<file path="config.mk">
export PLATFORM = sky130hd
export DESIGN_NAME = fir_out_decimator
export DESIGN_NICKNAME = d
export VERILOG_FILES = /design/src/rtl/fir_pkg.sv /design/src/rtl/fir_sync_fifo.sv /design/src/rtl/fir_out_decimator.sv
export SDC_FILE = /design/constraint.sdc
export NUM_CORES = 1
export LEC_CHECK = 0
export CAP_MARGIN = 0
export CORE_ASPECT_RATIO = 1.75
export CORE_UTILIZATION = 60
export CTS_CLUSTER_DIAMETER = 80
export DETAILED_ROUTE_END_ITERATION = 12
export PLACE_DENSITY = 0.85
export SLEW_MARGIN = 10
export SYNTH_ARGS = -nofsm -noshare
export SYNTH_HDL_FRONTEND = slang
export SYNTH_HIERARCHICAL = 1
export SYNTH_SLANG_ARGS = --single-unit
</file>
<file path="constraint.sdc">
create_clock -name clk -period 4.1 [get_ports clk]
set_input_delay 1.025 -clock clk [delete_from_list [all_inputs] [get_ports clk]]
set_output_delay 1.025 -clock clk [all_outputs]
set_load 0.01 [all_outputs]
</file>
<file path="src/rtl/fir_pkg.sv">
// Shared fixed-point definitions for the 64-tap FIR filter and its output stage.
package fir_pkg;

  localparam int unsigned IN_W       = 32;
  localparam int unsigned OUT_W      = 16;
  localparam int unsigned FRAC_SHIFT = 15;

  localparam logic signed [OUT_W-1:0] SAT_MAX = 16'sh7FFF;
  localparam logic signed [OUT_W-1:0] SAT_MIN = 16'sh8000;

  typedef logic signed [OUT_W-1:0] sample_t;

  typedef struct packed {
    logic    keep;
    sample_t data;
  } stage_t;

endpackage

</file>
<file path="src/rtl/fir_sync_fifo.sv">
// Show-ahead synchronous FIFO; pointers carry an extra wrap bit for full/empty.
module fir_sync_fifo #(
  parameter int unsigned WIDTH = 16,
  parameter int unsigned DEPTH = 4
) (
  input  logic             clk,
  input  logic             reset,
  input  logic             wr_en,
  input  logic [WIDTH-1:0] wr_data,
  input  logic             rd_en,
  output logic [WIDTH-1:0] rd_data,
  output logic             full,
  output logic             empty
);

  localparam int unsigned AW = $clog2(DEPTH);
  localparam int unsigned PW = AW + 1;

  logic [WIDTH-1:0] mem_q [DEPTH];
  logic [WIDTH-1:0] mem_d [DEPTH];
  logic [PW-1:0]    wr_ptr_q, wr_ptr_d;
  logic [PW-1:0]    rd_ptr_q, rd_ptr_d;
  logic             do_wr, do_rd;

  // A write while full is accepted only when a pop frees the head slot on the same edge.
  always_comb begin
    empty    = (wr_ptr_q == rd_ptr_q);
    full     = (wr_ptr_q[AW] != rd_ptr_q[AW]) && (wr_ptr_q[AW-1:0] == rd_ptr_q[AW-1:0]);
    do_rd    = rd_en & ~empty;
    do_wr    = wr_en & (~full | do_rd);
    mem_d    = mem_q;
    if (do_wr) mem_d[wr_ptr_q[AW-1:0]] = wr_data;
    wr_ptr_d = wr_ptr_q + PW'(do_wr);
    rd_ptr_d = rd_ptr_q + PW'(do_rd);
    rd_data  = mem_q[rd_ptr_q[AW-1:0]];
  end

  always_ff @(posedge clk or negedge reset) begin
    if (!reset) begin
      wr_ptr_q <= '0;
      rd_ptr_q <= '0;
      for (int i = 0; i < int'(DEPTH); i++) mem_q[i] <= '0;
    end else begin
      wr_ptr_q <= wr_ptr_d;
      rd_ptr_q <= rd_ptr_d;
      for (int i = 0; i < int'(DEPTH); i++) mem_q[i] <= mem_d[i];
    end
  end

endmodule

</file>
<file path="src/rtl/fir_out_decimator.sv">
// FIR output stage: round/saturate Q2.30 to Q1.15, decimate, buffer and hand off.
module fir_out_decimator
  import fir_pkg::*;
#(
  parameter int unsigned DECIM      = 4,
  parameter int unsigned FIFO_DEPTH = 4
) (
  input  logic                   clk,
  input  logic                   reset,
  input  logic signed [IN_W-1:0] yin,
  input  logic                   yin_valid,
  input  logic                   clr_flags,
  output sample_t                dout,
  output logic                   dout_valid,
  input  logic                   dout_ready,
  output logic                   sat_sticky,
  output logic                   ovf_sticky
);

  localparam int unsigned PH_W = (DECIM > 1) ? $clog2(DECIM) : 1;
  localparam int unsigned HI_W = IN_W - OUT_W + 2;
  localparam logic signed [IN_W:0] RND_HALF = (IN_W+1)'(2 ** (FRAC_SHIFT - 1));

  logic [PH_W-1:0]        phase_q, phase_d;
  stage_t                 st1_q, st1_d;
  logic                   sat_q, sat_d;
  logic                   ovf_q, ovf_d;
  logic signed [IN_W:0]   rnd_sum, rnd_shr;
  logic [HI_W-1:0]        hi_bits;
  logic                   sat_c, keep_c;
  sample_t                req_data;
  logic                   fifo_full, fifo_empty, rd_en, wr_drop;

  // Round half-up, then clamp whenever the bits above the Q1.15 sign are not a pure sign extension.
  always_comb begin
    rnd_sum = $signed({yin[IN_W-1], yin}) + RND_HALF;
    rnd_shr = rnd_sum >>> FRAC_SHIFT;
    hi_bits = rnd_shr[IN_W:OUT_W-1];
    sat_c   = !((&hi_bits) || !(|hi_bits));
    if (!sat_c)            req_data = rnd_shr[OUT_W-1:0];
    else if (rnd_shr[IN_W]) req_data = SAT_MIN;
    else                    req_data = SAT_MAX;
  end

  always_comb begin
    keep_c  = yin_valid && (phase_q == '0);
    phase_d = phase_q;
    if (yin_valid) phase_d = (phase_q == PH_W'(DECIM - 1)) ? '0 : phase_q + PH_W'(1);

    st1_d.keep = keep_c;
    st1_d.data = keep_c ? req_data : st1_q.data;

    rd_en   = dout_valid & dout_ready;
    wr_drop = st1_q.keep & fifo_full & ~rd_en;
    sat_d   = (keep_c & sat_c) | (sat_q & ~clr_flags);
    ovf_d   = wr_drop | (ovf_q & ~clr_flags);
  end

  always_ff @(posedge clk or negedge reset) begin
    if (!reset) begin
      phase_q <= '0;
      st1_q   <= '0;
      sat_q   <= 1'b0;
      ovf_q   <= 1'b0;
    end else begin
      phase_q <= phase_d;
      st1_q   <= st1_d;
      sat_q   <= sat_d;
      ovf_q   <= ovf_d;
    end
  end

  fir_sync_fifo #(
    .WIDTH (OUT_W),
    .DEPTH (FIFO_DEPTH)
  ) u_fifo (
    .clk     (clk),
    .reset   (reset),
    .wr_en   (st1_q.keep),
    .wr_data (st1_q.data),
    .rd_en   (rd_en),
    .rd_data (dout),
    .full    (fifo_full),
    .empty   (fifo_empty)
  );

  assign dout_valid = ~fifo_empty;
  assign sat_sticky = sat_q;
  assign ovf_sticky = ovf_q;

endmodule

</file>
# == Word-level counts from Yosys, hierarchy flattened ==
# Cells that the tools add are included.
# totals
reg_bits,91
input_bits,37
out_inout_bits,19
elab_cells,57
# classes
n_addsub,4
order_cmp,3
n_eq_ne,4
mux,9
bitwise_logic,17
n_reduce_logical,9
# ops
operator,count
two-way mux 16 bit,5
bitwise mux 64 bit,1
"adder 32 x 16 -> 33 bit, second input constant",1
binary-select mux 16 bit (select 2 bit),1
demux 16 bit (select 2 bit),1
AND 1 bit,8
adder 3 x 1 -> 3 bit,2
"greater-or-equal comparator 3 bit, second input constant",2
inverter 2 -> 3 bit,2
inverter 1 bit,4
equality test 3 bit,1
logical AND 1 bit,3
"less-than comparator 3 x 1 -> 1 bit, second input constant",1
bitwise OR 1 bit,3
AND reduction 3 bit,1
OR reduction 3 bit,1
"adder 2 x 1 -> 2 bit, second input constant",1
equality test 2 bit,1
"equality test 2 bit, second input constant",1
logical NOT 1 bit,2
logical NOT 2 bit,1
two-way mux 2 bit,1
logical OR 1 bit,1
inequality test 1 bit,1

# == Logic depth before layout (Yosys ltp) ==
# depth
word_depth,7
ltp_mapped,9
ltp_nobuf,7

# == Cells and area by module ==
# The synthesis kept the hierarchy.
# by_module_without_submodules
module,n_inst,cells_each,area_per_inst_um2,seq_area_each_um2
fir_sync_fifo,1,181,3389.5,1751.7
fir_out_decimator,1,142,1331.3,525.5

# == Worst setup path before layout ==
# OpenSTA, ideal clock, no wires.
# synth_path
kind,input -> register
startpoint,input yin[14]
endpoint,register st1_q[10] (netlist bit)
setup_time_ps,121
t_arrival_ps,2617
required_time_ps,3979
setup_slack_ps,1362
stages,8
path_buffers,2
path_cell_list,ha_1 -> clkbuf_1 -> nand3_1 -> nor4_4 -> mux2i_1 -> nand4_1 -> buf_2 -> o22a_1
# synth_via
elab_chain_len,5
elab_cells_between_ends,7
cone_classes,add/sub: 1; mux: 2; reduce/logical: 4
# synth_rtl
element,line_no,text
from (decl),fir_out_decimator.sv:10,"input logic signed [IN_W-1:0] yin,"
adder 32 x 16 -> 33 bit (*),fir_out_decimator.sv:36,"rnd_sum = $signed({yin[IN_W-1], yin}) + RND_HALF;"
OR reduction 3 bit,fir_out_decimator.sv:39,sat_c = !((&hi_bits) || !(|hi_bits));
logical NOT 1 bit,fir_out_decimator.sv:39,
logical OR 1 bit,fir_out_decimator.sv:39,
two-way mux 16 bit (*),fir_out_decimator.sv:40,if (!sat_c) req_data = rnd_shr[OUT_W-1:0];
to (signal assigned),fir_out_decimator.sv:67,st1_q <= st1_d;
to (decl),fir_out_decimator.sv:25,"stage_t st1_q, st1_d;"
# Every way passes the cells marked *; elsewhere a longest branch is shown, timed or not.
# A chain may end at the register's enable or synchronous reset.

# == Worst setup path in the final report ==
# layout_path
startpoint,register u_fifo.rd_ptr_q[0]
endpoint,output dout[6]
# layout_via
elab_chain_len,4
# layout_rtl
element,line_no,text
from (decl),fir_sync_fifo.sv:22,"logic [PW-1:0] rd_ptr_q, rd_ptr_d;"
from (signal assigned),fir_sync_fifo.sv:45,rd_ptr_q <= rd_ptr_d;
inverter 2 -> 3 bit (not written as such),fir_sync_fifo.sv:35,rd_data = mem_q[rd_ptr_q[AW-1:0]];
binary-select mux 16 bit (select 2 bit),fir_sync_fifo.sv:35,
two-way mux 16 bit (not written as such) (2 in series),fir_sync_fifo.sv:35,
to (decl),fir_out_decimator.sv:13,"output sample_t dout,"
# Every way passes these cells. The select of a mux whose other input is x is not followed.

==> results.tsv <==
stage	metric	value	unit
route	routed via count	2828	
setup_path	critical path class	register to output pin	
clock_tree	CTS sink count	91	
sta	Max Clk Rate	0.288	GHz
grt	Overflow after GRT	0	
route	via/cell ratio	6.13	
status	status	complete, no violations	
clock_tree	Clock transition at path regs	0.06	ns
synthesis	number of synthesis warnings	6	
floorplan	Initial Util	62.4	%
floorplan	die width	69.1	um
setup_path	CP max stage cell	dfrtp_1	
clock_tree	Clock Path Buffers	2	
grt	antenna violations before repair	0	
setup_path	endpoint type of the worst setup path	output pin	
layout	P&R area growth vs syn	16.2	%
placement	Detailed Place HPWL	6.06	mm
floorplan	Die ar.	8240	um2
sta	setup tns final	0	ns
route	Post-route DRC	0	
layout	share of cells above drive strength 1	32.7	%
sta	RSZ-0062 raised after global routing	false	
floorplan	core area	7570	um2
synthesis	Async SR Flop Fraction	100	%
synthesis	Mapped Nets	367	
synthesis	Seq/Total Area, Yosys	48.2	%
hold_path	HP Class	register to register	
setup_path	Critical Path Fanout Max	11	
job	Max-cap violations	0	
clock_tree	Setup Fix Bufs, Post-CTS	0	
synthesis	syn_area_per_cell	14.6	um2
clock_tree	Root Buffer	clkbuf_16	
power_and_ir_drop	Pleak	2.34	nW
clock_tree	Skew-Pair Late Insertion Delay	0.34	ns
clock_tree	Post-CTS Hold Buffers	0	
grt	first-pass GRT wire length	15.5	mm
synthesis	Cell variety after synth	46	
synthesis	Cell Area, Synth	4720	um2
synthesis	synthesized instance count	323	
sta	max-slew violations	0	
floorplan	I/O pin count	56	
setup_path	CP Cell Sequence	buf_4, mux4_2, clkdlybuf4s50_1	
sta	Hold Fails Final Rpt	0	
layout	Nets	412	
floorplan	num rows	42	
clock_tree	CTS tree	built	
synthesis	top_reg_cell synth	dfrtp_1	
layout	number of diodes	0	
grt	vias in the first global route	3045	
route	DRT Pass-1 Iters	4	
setup_path	Critical Path Max Stage Delay	0.68	ns
placement	final RePlAce weighted congestion	0.811	
clock_tree	htree depth	3	
clock_tree	PostCTS Resize Cnt	0	
sta	max_slew headroom	36.9	%
sta	clk_skew	0.00557	ns
setup_path	Worst EP arrival	2.44	ns
route	First DRT Iteration DRCs	193	
sta	Final Cycle Share	84.6	%
placement	IO buf count	41	
floorplan	Die H	119	um
clock_tree	CTS buffer count	9	
route	final wirelength	8.83	mm
synthesis	Post-synth EDFFs	0	
grt	gr usage total	24.2	%
sta	Final Critical Period	3.47	ns
sta	Final setup viols	0	
grt	largest net degree at the start of global routing	79	
power_and_ir_drop	Max VDD drop	0.000365	V
setup_path	CP startpoint kind	register	
setup_path	Critical Path RT	3.07	ns
synthesis	flops & latches, synth	91	
sta	hold slack	0.504	ns
route	Post-DRT Antenna Nets	0	
setup_path	Buf/Inv on CP	2	
setup_path	Top delay family on crit path	buffers and inverters	
route	routed len/inst	19.1	um
power_and_ir_drop	Pwr Density	824	nW/um2
sta	worst slew pin tran	0.947	ns
## where the power goes
part	switching (mW)	internal, mW	leakage (nW)	total, mW
Combinational	0.725	1.19	1.13	1.92
Clock	0.342	0.532	0.159	0.874
Sequential	0.376	1.35	1.05	1.73
## through the flow
stage / setup WS, ns / area, um2 / total power [mW] / std cells / utilization (%)
after floorplan: 1.36 / 4720 / 3.00 / 323 / -
after global placement: 0.640 / 5170 / 3.55 / 445 / 68.3
after detailed placement: 0.606 / 5170 / 3.66 / 445 / 68.3
after CTS: 0.590 / 5490 / 4.56 / 461 / 72.5
after global routing: 0.516 / 5490 / 4.77 / 461 / 72.5
final: 0.633 / 5490 / 4.52 / 461 / 72.5
## cell usage after synthesis (4+ instances only)
cell       n  share of area (%)
dfrtp_1   91                 48
mux2_4    40                 13
mux2_2    25                6.0
nor2_1    18                1.4
mux4_2    16                7.6
o22a_1    15                2.8
nand2_1    9               0.72
xor2_1     9                1.7
inv_1      8               0.64
nand3_1    8               0.85
ha_1       7                1.9
nand4_1    7               0.93
xnor2_1    7                1.3
clkbuf_1   6               0.48
a21oi_1    4               0.42
buf_8      4                1.3
nor2b_1    4               0.53
nor4_1     4               0.53
o41ai_4    4                2.3
## state kept, by name, summed over array words and instances (netlist names)
name,flops
sat_sticky,1
u_fifo/wr_ptr_q,3
u_fifo/mem_q,64
u_fifo/rd_ptr_q,3
st1_q,17
ovf_sticky,1
phase_q,2
## placed cells by master (no fill, tap or decap), types with 4 or more instances in the layout
master | netlist | routed
dfrtp_1 | 91 | 91
clkdlybuf4s50_1 | 0 | 40
mux2_4 | 40 | 40
mux2_2 | 25 | 25
nor2_1 | 18 | 18
mux4_2 | 16 | 16
o22a_1 | 15 | 15
buf_4 | 1 | 10
nand2_1 | 9 | 9
xor2_1 | 9 | 9
clkbuf_16 | 0 | 9
inv_1 | 8 | 8
nand3_1 | 8 | 8
nand4_1 | 7 | 7
xnor2_1 | 7 | 7
ha_1 | 7 | 7
nor2b_1 | 4 | 4
a21oi_1 | 4 | 4
nor4_1 | 4 | 4
o41ai_4 | 4 | 4
## final timing paths
check / to / slack, ns / cells after the start / from
min: u_fifo/mem_q[1] / 0.50 / 1 / u_fifo/mem_q[1]
max reg2reg: u_fifo/mem_q[53] / 0.84 / 6 / u_fifo/rd_ptr_q[0]
min in group asynchronous: u_fifo/mem_q[49] / 0.82 / 1 / reset
min reg2reg: u_fifo/mem_q[1] / 0.50 / 1 / u_fifo/mem_q[1]
max: dout[6] / 0.63 / 3 / u_fifo/rd_ptr_q[0]
max in group asynchronous: u_fifo/mem_q[53] / 2.50 / 2 / reset
## cell type report
type	count	area, um2
Clock buffer	9	225
Clock inverter	7	92.6
Inverter	8	30.0
Tap cell	88	110
Timing Repair Buffer	50	475
Fill cell	487	2080
Sequential cell	91	2280
Multi-Input combinational cell	208	2270
## logic make-up after synthesis
kind of cell             after synthesis  synth area share, %
flip-flops                            91                 48.2
AO/OA/AOI/OAI                         30                 6.81
adder cells (fa/ha/maj)                7                 1.86
XOR/XNOR                              19                 4.24
AND/OR/NAND/NOR                       70                 8.75
buffers and inverters                 24                 3.58
multiplexers                          82                 26.5
## routing by layer
layer / up-vias / track usage (%) / wire length, um
met4: 0 / 8.55 / 159
met5: - / 0 / 0
met2: 69 / 39.1 / 4530
met3: 15 / 5.25 / 279
li1: 1282 / - / -
met1: 1462 / 32.2 / 3860
No activity file was read; power rests on OpenSTA's default activity.
